### config.mk
export PLATFORM = sky130hd
export DESIGN_NAME = cdb_broadcaster
export DESIGN_NICKNAME = d
export VERILOG_FILES = /design/src/rtl/cdb_broadcaster.sv
export SDC_FILE = /design/constraint.sdc
export NUM_CORES = 1
export LEC_CHECK = 0
export ABC_AREA = 1
export CORE_MARGIN = 10
export CORE_UTILIZATION = 59
export CTS_CLUSTER_DIAMETER = 60
export DETAILED_ROUTE_END_ITERATION = 8
export PLACE_DENSITY_LB_ADDON = 0.05
export SETUP_SLACK_MARGIN = 0.5
export SYNTH_ARGS = -nofsm -noshare
export SYNTH_HDL_FRONTEND = slang
export SYNTH_SLANG_ARGS = --single-unit
export TNS_END_PERCENT = 20
### constraint.sdc
create_clock -name clk -period 15.7 [get_ports clk]
set_input_delay 3.14 -clock clk [delete_from_list [all_inputs] [get_ports clk]]
set_output_delay 3.14 -clock clk [all_outputs]
set_load 0.01 [all_outputs]
### src/rtl/cdb_broadcaster.sv
// CDB transmit side: per-source result FIFOs, round-robin pick, registered broadcast.
// Optional build macro CDB_BYPASS_EN lets an empty source's incoming beat reach the bus directly.
module cdb_broadcaster #(
    parameter int unsigned NUM_SRC    = 4,
    parameter int unsigned FIFO_DEPTH = 2,
    parameter int unsigned DATA_WIDTH = 32,
    parameter int unsigned REF_WIDTH  = 32
) (
    input  logic                          clk,
    input  logic                          rst,
    input  logic                          flush,
    input  logic [NUM_SRC-1:0]            src_valid,
    output logic [NUM_SRC-1:0]            src_ready,
    input  logic [NUM_SRC*REF_WIDTH-1:0]  src_ref_id,
    input  logic [NUM_SRC*DATA_WIDTH-1:0] src_data,
    output logic                          bus_en,
    output logic [REF_WIDTH-1:0]          bus_ref_id,
    output logic [DATA_WIDTH-1:0]         bus_data
);

    localparam int unsigned PTR_W = $clog2(FIFO_DEPTH);
    localparam int unsigned CNT_W = PTR_W + 1;
    localparam int unsigned RR_W  = $clog2(NUM_SRC);
    localparam int unsigned ENT_W = REF_WIDTH + DATA_WIDTH;

    typedef logic [ENT_W-1:0] entry_t;

    entry_t                mem_q    [NUM_SRC][FIFO_DEPTH];
    entry_t                mem_d    [NUM_SRC][FIFO_DEPTH];
    logic [PTR_W-1:0]      rd_ptr_q [NUM_SRC];
    logic [PTR_W-1:0]      rd_ptr_d [NUM_SRC];
    logic [PTR_W-1:0]      wr_ptr_q [NUM_SRC];
    logic [PTR_W-1:0]      wr_ptr_d [NUM_SRC];
    logic [CNT_W-1:0]      cnt_q    [NUM_SRC];
    logic [CNT_W-1:0]      cnt_d    [NUM_SRC];
    logic [RR_W-1:0]       rr_ptr_q, rr_ptr_d;
    logic                  bus_en_q, bus_en_d;
    logic [REF_WIDTH-1:0]  bus_ref_id_q, bus_ref_id_d;
    logic [DATA_WIDTH-1:0] bus_data_q, bus_data_d;

    logic [NUM_SRC-1:0]    empty, full, push, req;
    logic [NUM_SRC-1:0]    pop, bypass, wr;
    logic                  gnt_vld;
    logic [RR_W-1:0]       gnt_idx;

    always_comb begin
        empty     = '0;
        full      = '0;
        push      = '0;
        req       = '0;
        src_ready = '0;
        for (int unsigned i = 0; i < NUM_SRC; i++) begin
            empty[i]     = (cnt_q[i] == '0);
            full[i]      = (cnt_q[i] == CNT_W'(FIFO_DEPTH));
            src_ready[i] = rst && !full[i];
            push[i]      = src_valid[i] && src_ready[i] && !flush;
`ifdef CDB_BYPASS_EN
            req[i]       = !empty[i] || push[i];
`else
            req[i]       = !empty[i];
`endif
        end
    end

    // Two passes: sources at or above rr_ptr first, then the wrapped-around ones.
    always_comb begin
        gnt_vld = 1'b0;
        gnt_idx = '0;
        for (int unsigned i = 0; i < NUM_SRC; i++) begin
            if (!gnt_vld && req[i] && (i >= 32'(rr_ptr_q))) begin
                gnt_vld = 1'b1;
                gnt_idx = RR_W'(i);
            end
        end
        for (int unsigned i = 0; i < NUM_SRC; i++) begin
            if (!gnt_vld && req[i] && (i < 32'(rr_ptr_q))) begin
                gnt_vld = 1'b1;
                gnt_idx = RR_W'(i);
            end
        end
    end

    always_comb begin
        pop    = '0;
        bypass = '0;
        wr     = '0;
        for (int unsigned i = 0; i < NUM_SRC; i++) begin
            pop[i]    = !flush && gnt_vld && (gnt_idx == RR_W'(i));
            bypass[i] = pop[i] && empty[i];
            wr[i]     = push[i] && !bypass[i];
        end
    end

    always_comb begin
        mem_d        = mem_q;
        rd_ptr_d     = rd_ptr_q;
        wr_ptr_d     = wr_ptr_q;
        cnt_d        = cnt_q;
        rr_ptr_d     = rr_ptr_q;
        bus_en_d     = 1'b0;
        bus_ref_id_d = bus_ref_id_q;
        bus_data_d   = bus_data_q;
        if (flush) begin
            for (int unsigned i = 0; i < NUM_SRC; i++) begin
                rd_ptr_d[i] = '0;
                wr_ptr_d[i] = '0;
                cnt_d[i]    = '0;
            end
        end else begin
            for (int unsigned i = 0; i < NUM_SRC; i++) begin
                if (pop[i]) begin
                    bus_en_d = 1'b1;
                    if (bypass[i]) begin
                        bus_ref_id_d = src_ref_id[i*REF_WIDTH +: REF_WIDTH];
                        bus_data_d   = src_data[i*DATA_WIDTH +: DATA_WIDTH];
                    end else begin
                        {bus_ref_id_d, bus_data_d} = mem_q[i][rd_ptr_q[i]];
                        rd_ptr_d[i] = rd_ptr_q[i] + PTR_W'(1);
                    end
                end
                if (wr[i]) begin
                    mem_d[i][wr_ptr_q[i]] = {src_ref_id[i*REF_WIDTH +: REF_WIDTH],
                                             src_data[i*DATA_WIDTH +: DATA_WIDTH]};
                    wr_ptr_d[i] = wr_ptr_q[i] + PTR_W'(1);
                end
                if (wr[i] && !(pop[i] && !bypass[i])) begin
                    cnt_d[i] = cnt_q[i] + CNT_W'(1);
                end else if (!wr[i] && pop[i] && !bypass[i]) begin
                    cnt_d[i] = cnt_q[i] - CNT_W'(1);
                end
            end
            if (gnt_vld) begin
                rr_ptr_d = (gnt_idx == RR_W'(NUM_SRC - 1)) ? '0 : gnt_idx + RR_W'(1);
            end
        end
    end

    always_ff @(posedge clk) begin
        if (!rst) begin
            for (int unsigned i = 0; i < NUM_SRC; i++) begin
                rd_ptr_q[i] <= '0;
                wr_ptr_q[i] <= '0;
                cnt_q[i]    <= '0;
            end
            rr_ptr_q     <= '0;
            bus_en_q     <= 1'b0;
            bus_ref_id_q <= '0;
            bus_data_q   <= '0;
        end else begin
            rd_ptr_q     <= rd_ptr_d;
            wr_ptr_q     <= wr_ptr_d;
            cnt_q        <= cnt_d;
            rr_ptr_q     <= rr_ptr_d;
            bus_en_q     <= bus_en_d;
            bus_ref_id_q <= bus_ref_id_d;
            bus_data_q   <= bus_data_d;
        end
    end

    // Storage needs no reset: occupancy is tracked by the counters above.
    always_ff @(posedge clk) begin
        mem_q <= mem_d;
    end

    assign bus_en     = bus_en_q;
    assign bus_ref_id = bus_ref_id_q;
    assign bus_data   = bus_data_q;

endmodule

---- Yosys cells after proc, flatten, opt, wreduce, memory -nomap -nowiden ----
Index checks and enable logic that the tools add are counted.
cells by class
  $lt $le $gt $ge ......................... 18
  mux-type cells .......................... 66
  add/sub/neg operators ................... 17
  equal/unequal tests ..................... 7
  bitwise gates (word level) .............. 14
  reductions and logical operators ........ 105
operators with widths
  operator                                                           count
  two-way mux 64 bit                                                 16
  bitwise mux 128 bit                                                4
  two-way mux 32 bit                                                 16
  demux 64 bit (select 1 bit)                                        4
  logical AND 1 bit                                                  57
  two-way mux 2 bit                                                  14
  zero test 1 bit                                                    27
  AND reduction 2 bit                                                10
  greater-or-equal comparator 2 bit (second input constant)          8
  inverter 1 -> 2 bit                                                8
  equality test 2 bit (second input constant)                        6
  two-way mux 1 bit                                                  12
  adder 2 x 1 -> 2 bit (second input constant)                       5
  zero test 2 bit                                                    5
  adder 1 bit (second input constant)                                8
  < comparator 2 x 1 -> 1 bit (second input constant)                4
  nonzero test 2 bit                                                 4
  subtractor 2 x 1 -> 2 bit (second input constant)                  4
  inverter 1 bit                                                     6
  greater-or-equal comparator 1 x 2 -> 1 bit (first input constant)  2
  < comparator 1 x 2 -> 1 bit (first input constant)                 2
  nonzero test 4 bit                                                 1
  equality test 2 x 1 -> 1 bit (second input constant)               1
  greater-or-equal comparator 2 bit (first input constant)           1
  other kinds (2)                                                    2
word-level totals
  word-level logic and storage cells ...... 251
  input bits .............................. 263
  output and inout bits ................... 69
  register bits after elaboration ......... 595

---- Depth between registers and ports, before layout ----
Gate-level depths: netlist of the first run.
  depth after elaboration ................. 37
  mapped depth ............................ 19
  depth with buffers taken out ............ 18

---- Worst setup path before layout of the first run ----
OpenSTA, ideal clock, no wires.
  path type ............................... input port to flip-flop
  start point ............................. in rst
  end point ............................... reg mem_q[256] (netlist bit), enable pin
  cell stages on the path ................. 6
  arrival ................................. 6.545 ns
  buffers on the path ..................... 0
  path slack .............................. 8.667 ns
  setup time .............................. 0.488 ns
  data required time ...................... 15.212 ns
  path through ............................ inv_1 nor2_1 nand2_1 a21oi_1 inv_1 nor2_1
on the way
  longest elaborated chain between the ends .. 5
ends and longest elaborated chain
  item                                  RTL line  RTL
  start: declaration                    10        input logic rst,
  logical AND 1 bit                     55        src_ready[i] = rst && !full[i];
  logical AND 1 bit (2 in series)       56        push[i] = src_valid[i] && src_ready[i] && !flush;
  logical AND 1 bit                     90        wr[i] = push[i] && !bypass[i];
  AND reduction 2 bit (no source line)  --
  end signal: assignment                162       mem_q <= mem_d;
  end: declaration                      28        entry_t mem_q [NUM_SRC][FIFO_DEPTH];
No other way between the ends.
A chain may end at the register's enable or synchronous reset.

---- Worst setup path in the final report of the first run ----
  start point ............................. in rst
  end point ............................... out src_ready[1]
on the way
  longest elaborated chain between the ends .. 1
ends and longest elaborated chain
  item               RTL line  RTL
  logical AND 1 bit  55
  end: declaration   13        output logic [NUM_SRC-1:0] src_ready,
No other way between the ends.

==> impl_metrics.csv, run 1 <==
group,metric,value,unit
outcome,status,"finished, final reports clean",
cts,holdBufCountCts,0,
grt,grt_usage,25.87,%
drt,postRouteAntennaNets,0,
power_and_ir_drop,ir_drop,0.00009963,V
synthesis,synthTopCellsByCount,"512 x edfxtp_1, 488 x nand2_1, 334 x nor2_1",
cts,clock-sinks,595,
synthesis,ys.flop_type,"edfxtp_1",
cts,cts_buffers,57,
layout,nets,2744,
layout,areaGrowthSynthToFinish,21.96,%
sta,max_slew_margin,22.09,%
grt,gr-total-overflow,0,
setup_path,r2r-start,"cnt_q[1]",
cts,postCtsResizedCells,0,
power_and_ir_drop,power.leakage,10.67,nW
synthesis,synth_top_cell_by_area,"edfxtp_1",
layout,final_core_util,73.06,%
drt,routedWlPerCell,21.87,µm
sta,finalHoldViolations,0,
setup_path,cp.required,12.56,ns
sta,post-route-min-period,8.443,ns
sta,period_share,53.78,%
layout,post-route-cell-area,29900,µm²
synthesis,syn_area,24520,µm²
layout,drive_gt1_share,7.723,%
setup_path,critPathMaxFanout,57,
cts,path_clk_slew,0.06,ns
cts,root_buffer,"clkbuf_16",
sta,rsz0062_at_grt,"no",
synthesis,synth_area_leaders,"edfxtp_1 63%, nand2_1 7.5%, dfxtp_1 6.8%",
hold_path,holdCritPathClass,"reg -> reg",
power_and_ir_drop,p_per_area,114.3,nW/µm²
run,drv_cap,0,
power_and_ir_drop,internal_power,2.642,mW
setup_path,crit_path_start_kind,"input port",
synthesis,synth_warnings,0,
sta,report.final.slew_viol_count,0,
layout,multi_input_area,6741,µm²
drt,first_pass_iters,6,
drt,routed_via_density,5.802,
placed_design,gp_congestion,0.8555,
synthesis,synth_most_common_cell,"edfxtp_1",
hold_path,hold_start,"bus_ref_id[15]",
cts,clk_latency,0.62,ns
synthesis,yosysSeqAreaShare,69.49,%
synthesis,syn_nets,2463,
setup_path,cp_data_arrival_time,5.30,ns
power_and_ir_drop,netSwitchingFraction,22.71,%
setup_path,end_kind,"primary output",
sta,worst_pin_slew,1.169,ns
floorplan,die_area,50110,µm²
synthesis,synth_edf_count,512,
placed_design,hpwl,44.13,mm
grt,grt_pass1_wl,100.6,mm
layout,nFillCells,2855,
sta,timing.fmax,0.1184,GHz
sta,finalSetupViolations,0,
floorplan,die_w,223.8,µm
floorplan,die_height,223.8,µm
floorplan,core,40920,µm²
floorplan,ioPinCount,332,
floorplan,initial_utilization,59.91,%
synthesis,synth_seq_cells,595,
grt,grt_pass1_vias,16930,
synthesis,yosys.area.top_type_share,62.71,%
grt,grt_max_degree,119,
drt,vias,17750,
synthesis,synth_cell_types,38,
power_and_ir_drop,combPwrFrac,9.5,%
setup_path,critPathLaunch,"rst",
placed_design,dpl-instance-area,28130,µm²
floorplan,num_rows,74,
cts,cts_buffer_depth,3,
synthesis,syn_inst,2198,
layout,regArea,17040,µm²
sta,fin_setup_tns,0,ns
cts,cts_max_level,2,
drt,wl,66.91,mm
setup_path,criticalPathCategory,"in -> out",
drt,drt_iter0_drc,2455,
cts,tritoncts,"yes",
drt,drc,0,
power_and_ir_drop,p_clk_share,38.2,%
sta,skew,0.02396,ns
synthesis,synth.avg_cell_area,11.15,µm²
power_and_ir_drop,netSwitchingPower,0.7764,mW
cts,cts_setup_buffers,0,
grt,antenna_found_initial,6,
placed_design,portBuffers,331,
synthesis,synth-async-reset-ratio,0,%
power_and_ir_drop,p_seq_share,52.3,%
-- area by class of cell --
class,instances,area share [%]
Sequential cell,595,57.00
Multi-Input combinational cell,1416,22.55
Timing Repair Buffer,351,11.57
Clock buffer,84,5.486
Tap cell,532,2.226
Inverter,58,0.7449
Clock inverter,21,0.4143
Antenna cell,2,0.01674
-- per-layer routing --
metal  track usage (%)  share of wire [%]  up-vias
met5                 0              0.049        -
met4             7.476                2.2        8
met3             5.561                 10       97
met2             37.76                 45      937
met1             38.36                 42     8482
li1                  -                  -     8224
-- through the flow --
stage | setup slack [ns] | hold WS, ns | cells | power [mW]
finish | 7.257 | 0.4639 | 3059 | 3.419
global route | 7.165 | 0.4996 | 3059 | 3.522
CTS | 7.288 | 0.4652 | 3057 | 3.428
detailed placement | 7.299 | 0.4556 | 2952 | 2.139
global placement | 7.301 | 0.4541 | 2952 | 2.131
floorplan | 8.667 | 0.4597 | 2198 | 1.950
-- state kept, by name (all words and copies together), names as in the netlist --
name	count
bus_data	32
bus_en	1
bus_ref_id	32
cnt_q	8
mem_q	512
rd_ptr_q	4
rr_ptr_q	2
wr_ptr_q	4
-- worst max-delay path, cell delays in order --
cell             delay (ns)
buf_2                  0.08
buf_4                  0.45
inv_1                  0.48
a21oi_1                0.48
clkdlybuf4s50_1        0.63
-- worst paths after layout --
| kind | end | slack (ns) | cells past startpoint |
|---|---|---|---|
| min reg2reg | bus_ref_id[15] | 0.46 | 2 |
| max reg2reg | mem_q[463] | 11.15 | 12 |
| max | src_ready[1] | 7.26 | 5 |
| min | bus_ref_id[15] | 0.46 | 2 |
-- layout by cell type, fill, tap and decap left out, types with 2 or more instances in the layout --
cell type	count
xor2_1	4
clkbuf_8	7
dfxtp_1	79
clkbuf_1	18
inv_2	9
o2111ai_1	23
ha_1	2
a21oi_1	142
o21ai_1	27
nand2_2	6
clkbuf_16	59
nor3_1	3
clkinv_2	11
inv_1	46
nand2_1	487
dfxtp_2	4
clkdlybuf4s50_1	330
mux2i_1	39
nand4_1	2
o21ai_0	201
nand2_4	4
clkinv_1	9
nand3_4	2
o211ai_1	31
nor4_1	22
buf_4	20
nor2_4	11
nand3_1	23
diode_2	2
nor2_1	326
nand4_4	2
inv_4	2
o221ai_1	2
edfxtp_1	512
or2_2	53
-- power by group through the flow --
stage          clock network (mW)  registers, mW  logic [mW]
2_1_floorplan                   0           1.83       0.125
3_3_place_gp                    0           1.82       0.313
3_5_place_dp                    0           1.82       0.320
4_1_cts                      1.32           1.79       0.323
5_1_grt                      1.38           1.79       0.353
6_report                     1.31           1.79       0.326
-- cells by family (layout without fill, tap and decap cells) --
kind of cell             Yosys count  after routing  synth area share [%]
flip-flops                       595            595                 69.49
AO/OA/AOI/OAI                    428            428                 9.467
buffers and inverters            187            514                 3.302
AND/OR/NAND/NOR                  943            943                 15.90
other                              0              2                     0
multiplexers                      39             39                 1.592
XOR/XNOR                           4              4                0.1429
adder cells (fa/ha/maj)            2              2                0.1021
Power figures use the tool's default switching activity.
==> inputs of run 2 (changes only) <==
CORE_UTILIZATION = 55   (was 59)
clock period = 8.1 ns   (was 15.7 ns; I/O delays follow)
==> run 2 against run 1 <==
Effect of this change:
- combinational power grew 95%
- clock skew shrank 0.0028 ns
- global-route usage shrank 1.2 points
- utilization shrank 4.8 points
- register-to-register slack lost 7.2 ns
- sequential power grew 93%
- clock power grew 110%
- final area grew 0.71%
==> impl_metrics.csv, run 2 (same netlist as run 1, synthesis figures left out) <==
group,metric,value,unit
layout,regArea,17040,µm²
setup_path,end_kind,"primary output",
drt,drt_iter0_drc,2231,
grt,grt_pass1_vias,16480,
drt,vias,17580,
cts,holdBufCountCts,0,
setup_path,crit_path_start_kind,"input port",
floorplan,initial_utilization,55.56,%
hold_path,holdPathStages,2,
layout,final_core_util,68.24,%
drt,drc,0,
floorplan,core,44120,µm²
cts,cts_buffers,58,
setup_path,criticalPathCategory,"in -> out",
layout,final_cells,3118,
power_and_ir_drop,netSwitchingFraction,22.52,%
setup_path,reg2reg_slack,4.00,ns
layout,final_cell_mix,"512 x edfxtp_1, 487 x nand2_1, 330 x clkdlybuf4s50_1",
sta,post-route-min-period,5.342,ns
grt,gr-total-overflow,0,
grt,grt_pass1_wl,101.5,mm
drt,postRouteAntennaNets,0,
power_and_ir_drop,combPwrFrac,9.3,%
setup_path,path_cells,"buf_2, buf_4, inv_1, a21oi_1, clkdlybuf4s50_1",
placed_design,gp_congestion,0.8591,
setup_path,cp.required,6.48,ns
setup_path,cp_data_arrival_time,3.72,ns
placed_design,portBuffers,331,
floorplan,ioPinCount,332,
sta,fin_setup_tns,0,ns
power_and_ir_drop,p_seq_share,50.9,%
grt,antenna_found_initial,7,
setup_path,path_depth,5,
floorplan,num_rows,77,
setup_path,rr_worst_depth,14,
setup_path,cp_top_family,"buffers and inverters",
run,drv_cap,0,
layout,multi_input_area,6741,µm²
layout,max_flop_register,"mem_q",
floorplan,die_height,231.1,µm
placed_design,dpl-instance-area,28170,µm²
outcome,status,"finished, final reports clean",
cts,cts_max_level,2,
grt,grt_usage,24.68,%
cts,cts_buffer_depth,3,
hold_path,holdCritPathClass,"reg -> reg",
sta,rsz0062_at_grt,"no",
cts,clock-sinks,595,
sta,report.final.slew_viol_count,0,
power_and_ir_drop,ir_drop,0.0001765,V
setup_path,r2r_end,"bus_data[19]",
power_and_ir_drop,p_per_area,226.0,nW/µm²
layout,areaGrowthSynthToFinish,22.82,%
hold_path,worst_hold_path.endpoint,"bus_data[9]",
cts,tritoncts,"yes",
sta,worst_pin_slew,1.222,ns
layout,drive_gt1_share,7.964,%
setup_path,slowest_delay,0.63,ns
layout,layout_commonest_cell,"edfxtp_1",
power_and_ir_drop,netSwitchingPower,1.532,mW
drt,routedWlPerCell,21.85,µm
cts,root_buffer,"clkbuf_16",
setup_path,critPathMaxFanout,57,
sta,skew,0.02115,ns
setup_path,r2r-start,"cnt_q[1]",
drt,wl,68.11,mm
setup_path,critPathBufInv,4,
layout,nets,2741,
sta,max_slew_margin,18.40,%
drt,routed_via_density,5.638,
grt,grt_max_degree,118,
floorplan,die_w,231.1,µm
hold_path,hold_start,"bus_data[9]",
cts,path_clk_slew,0.06,ns
layout,largest_register_ffs,512,
placed_design,dp.cells,3008,
sta,finalSetupViolations,0,
setup_path,slowest_stage,"clkdlybuf4s50_1",
sta,period_share,65.96,%
cts,postCtsResizedCells,0,
sta,timing.fmax,0.1872,GHz
drt,first_pass_iters,7,
power_and_ir_drop,p_clk_share,39.8,%
floorplan,die_area,53420,µm²
cts,cts_setup_buffers,0,
power_and_ir_drop,internal_power,5.273,mW
placed_design,hpwl,45.60,mm
sta,finalHoldViolations,0,
cts,clk_latency,0.62,ns
layout,post-route-cell-area,30110,µm²
layout,nFillCells,3320,
power_and_ir_drop,power.leakage,10.73,nW
run 2: worst max-delay path by stage:
stage | from | to | slack [ns]
after global placement | rst | mem_q[172] | 2.52
after CTS | rst | src_ready[2] | 2.83
after floorplan | rst | mem_q[256] | 2.59
final | rst | src_ready[2] | 2.76
after detailed placement | rst | mem_q[164] | 2.40
after global routing | rst | mem_q[164] | 2.57
run 2: worst reg2reg max path, stage by stage, from the launching register on:
cell     delay (ns)
dfxtp_1        0.33
nor2_2         0.21
nand2_1        0.15
nor2_4         0.17
nand3_1        0.11
nand2_2        0.16
ha_1           0.24
inv_1          0.09
nor2_4         0.53
nand2_1        0.47
inv_2          0.91
a21oi_1        0.35
nand2_1        0.13
nor2_1         0.07
a21oi_1        0.13
run 2: cell type report:
class	instances	area share, %
Antenna cell	2	0.01662
Clock buffer	78	5.585
Clock inverter	30	0.8310
Inverter	58	0.7396
Multi-Input combinational cell	1416	22.39
Sequential cell	595	56.59
Tap cell	592	2.460
Timing Repair Buffer	347	11.39
run 2: metal layers:
metal | part of all wire, % | GRT usage, % | up-vias
li1 | - | - | 8205
met1 | 44 | 37.43 | 8450
met2 | 44 | 35.62 | 830
met3 | 9.9 | 5.546 | 85
met4 | 1.7 | 5.550 | 10
met5 | 0.076 | 0 | -
run 2: per-stage QoR:
step	setup slack [ns]	power, mW	hold WS, ns
floorplan	2.587	3.780	0.4597
global placement	2.516	4.139	0.4726
detailed placement	2.403	4.155	0.4796
CTS	2.832	6.834	0.4891
global route	2.570	7.011	0.5084
finish	2.758	6.805	0.4942
run 2: power groups by stage:
| stage | clock (mW) | combinational (mW) | sequential, mW |
|---|---|---|---|
| floorplan | 0 | 0.242 | 3.54 |
| global placement | 0 | 0.613 | 3.53 |
| detailed placement | 0 | 0.628 | 3.53 |
| CTS | 2.74 | 0.632 | 3.46 |
| global route | 2.85 | 0.687 | 3.47 |
| finish | 2.71 | 0.636 | 3.46 |
==> inputs of run 3 (changes only) <==
clock period = 5 ns   (was 8.1 ns; I/O delays follow)
==> run 3 against run 2 <==
Effect of this change:
- combinational power rose by 64%
- first-iteration DRC count fell by 4.5%
- critical path depth up 11
- largest cell class unchanged
- largest power group unchanged
==> impl_metrics.csv, run 3 (same netlist as run 1, synthesis figures left out) <==
group,metric,value,unit
layout,final_cells,3141,
placed_design,hpwl,45.68,mm
grt,grt_max_degree,118,
grt,antenna_found_initial,11,
floorplan,core,44120,µm²
power_and_ir_drop,ir_drop,0.0003336,V
grt,grt_pass1_wl,102.2,mm
setup_path,cp.required,5.50,ns
layout,areaGrowthSynthToFinish,23.20,%
cts,cts_max_level,2,
sta,period_share,70.68,%
sta,fin_setup_tns,0,ns
sta,worst_slack,1.466,ns
cts,clk_latency,0.62,ns
cts,path_clk_slew,0.06,ns
setup_path,cp_data_arrival_time,4.04,ns
drt,drc,0,
layout,final_core_util,68.45,%
sta,whs,0.4859,ns
sta,rsz0062_at_grt,"no",
sta,skew,0.01540,ns
floorplan,die_height,231.1,µm
grt,grt_pass1_vias,16550,
placed_design,dp.cells,3019,
cts,tritoncts,"yes",
placed_design,dp_worst_setup_slack,1.025,ns
drt,vias,17620,
layout,nFillCells,3335,
drt,postRouteAntennaNets,0,
drt,routedWlPerCell,21.88,µm
sta,finalSetupViolations,0,
sta,worst_pin_slew,1.182,ns
cts,cts_buffers,59,
run,drv_cap,0,
floorplan,num_rows,77,
layout,final_cell_mix,"512 x edfxtp_1, 487 x nand2_1, 330 x clkdlybuf4s50_1",
cts,clock-sinks,595,
grt,gr-total-overflow,0,
setup_path,slowest_stage,"buf_4",
sta,report.final.slew_viol_count,0,
cts,holdBufCountCts,0,
cts,cts_buffer_depth,3,
layout,largest_register_ffs,512,
cts,root_buffer,"clkbuf_16",
setup_path,crit_path_start_kind,"register",
setup_path,slowest_delay,0.86,ns
layout,drive_gt1_share,8.038,%
layout,max_flop_register,"mem_q",
cts,cts_setup_buffers,0,
setup_path,cp_common_cell,"nand2_1",
hold_path,holdCritPathClass,"reg -> reg",
sta,post-route-min-period,3.534,ns
floorplan,ioPinCount,332,
power_and_ir_drop,p_per_area,363.7,nW/µm²
floorplan,die_area,53420,µm²
power_and_ir_drop,power.leakage,10.77,nW
setup_path,critPathMaxFanout,117,
drt,routed_via_density,5.608,
sta,max_slew_margin,21.08,%
placed_design,portBuffers,331,
layout,layout_commonest_cell,"edfxtp_1",
floorplan,initial_utilization,55.56,%
drt,drt_iter0_drc,2130,
sta,timing.fmax,0.2830,GHz
sta,finalHoldViolations,0,
outcome,status,"finished, final reports clean",
setup_path,criticalPathCategory,"reg -> reg",
cts,postCtsResizedCells,0,
placed_design,gp_congestion,0.8611,
drt,first_pass_iters,6,
setup_path,end_kind,"register",
floorplan,die_w,231.1,µm
setup_path,path_cells,"nor2_2, nand2_1, nor2_4, nand4_1, nand2_1, inv_1, ha_1, nand4_4, buf_4, o21ai_0, nand2_1, o21ai_0, nand2_1, nand2_1, nor2_1, nor2_1",
layout,nets,2753,
grt,grt_usage,24.85,%
drt,wl,68.74,mm
[run 3: cell types whose count changed in the layout (fill, tap and decap cells not counted)]
cell	delta
buf_12	+3
clkbuf_8	-5
inv_4	-1
clkbuf_1	+7
diode_2	+9
clkbuf_16	-1
clkinvlp_4	-3
bufinv_16	+1
clkinv_1	+4
buf_4	+8
clkinv_2	+2
clkinv_4	-1
[run 3: worst paths after layout]
kind / startpoint / endpoint / slack [ns] / depth (start not counted)
max: cnt_q[1] / bus_ref_id[27] / 1.47 / 16
min: bus_data[18] / bus_data[18] / 0.49 / 2
max reg2reg: cnt_q[1] / bus_ref_id[27] / 1.47 / 16
min reg2reg: bus_data[18] / bus_data[18] / 0.49 / 2
[run 3: through the flow]
step                      cell area [µm²]  power [mW]
after floorplan                     24520       6.124
after global placement              28290       6.722
after detailed placement            28290       6.738
after CTS                           30180       11.03
after global routing                30200       11.33
final                               30200       10.98
[run 3: power breakdown]
| part | switching [mW] | internal [mW] | total [mW] |
|---|---|---|---|
| Sequential | 0.0677 | 5.54 | 5.61 |
| Clock | 1.83 | 2.51 | 4.34 |
| Combinational | 0.589 | 0.450 | 1.04 |
| Total | 2.49 | 8.50 | 11.0 |
[run 3: layout make-up]
class	instances	area (µm²)	share of cell area [%]
multi-input combinational	1416	6741	22.32
clock inverter	32	267.8	0.8865
timing repair buffer	358	3548	11.75
inverter	58	222.7	0.7374
antenna	11	27.53	0.09113
tap	592	740.7	2.452
clock buffer	79	1614	5.344
sequential	595	17040	56.42
[run 3: metal layers]
| metal | global-route usage [%] | wire, µm | up-vias |
|---|---|---|---|
| li1 | - | - | 8242 |
| met1 | 37.33 | 30520 | 8559 |
| met2 | 35.89 | 30740 | 737 |
| met3 | 5.302 | 6260 | 74 |
| met4 | 6.865 | 1204 | 4 |
| met5 | 0 | 18 | - |
[run 3: critical path: cells and delay by family (launching register included)]
family          cells  cell delay, ns
simple gates       11            1.44
flops               1            0.33
compound gates      2            0.44
buf+inv             2            0.93
fa+ha+maj           1            0.22
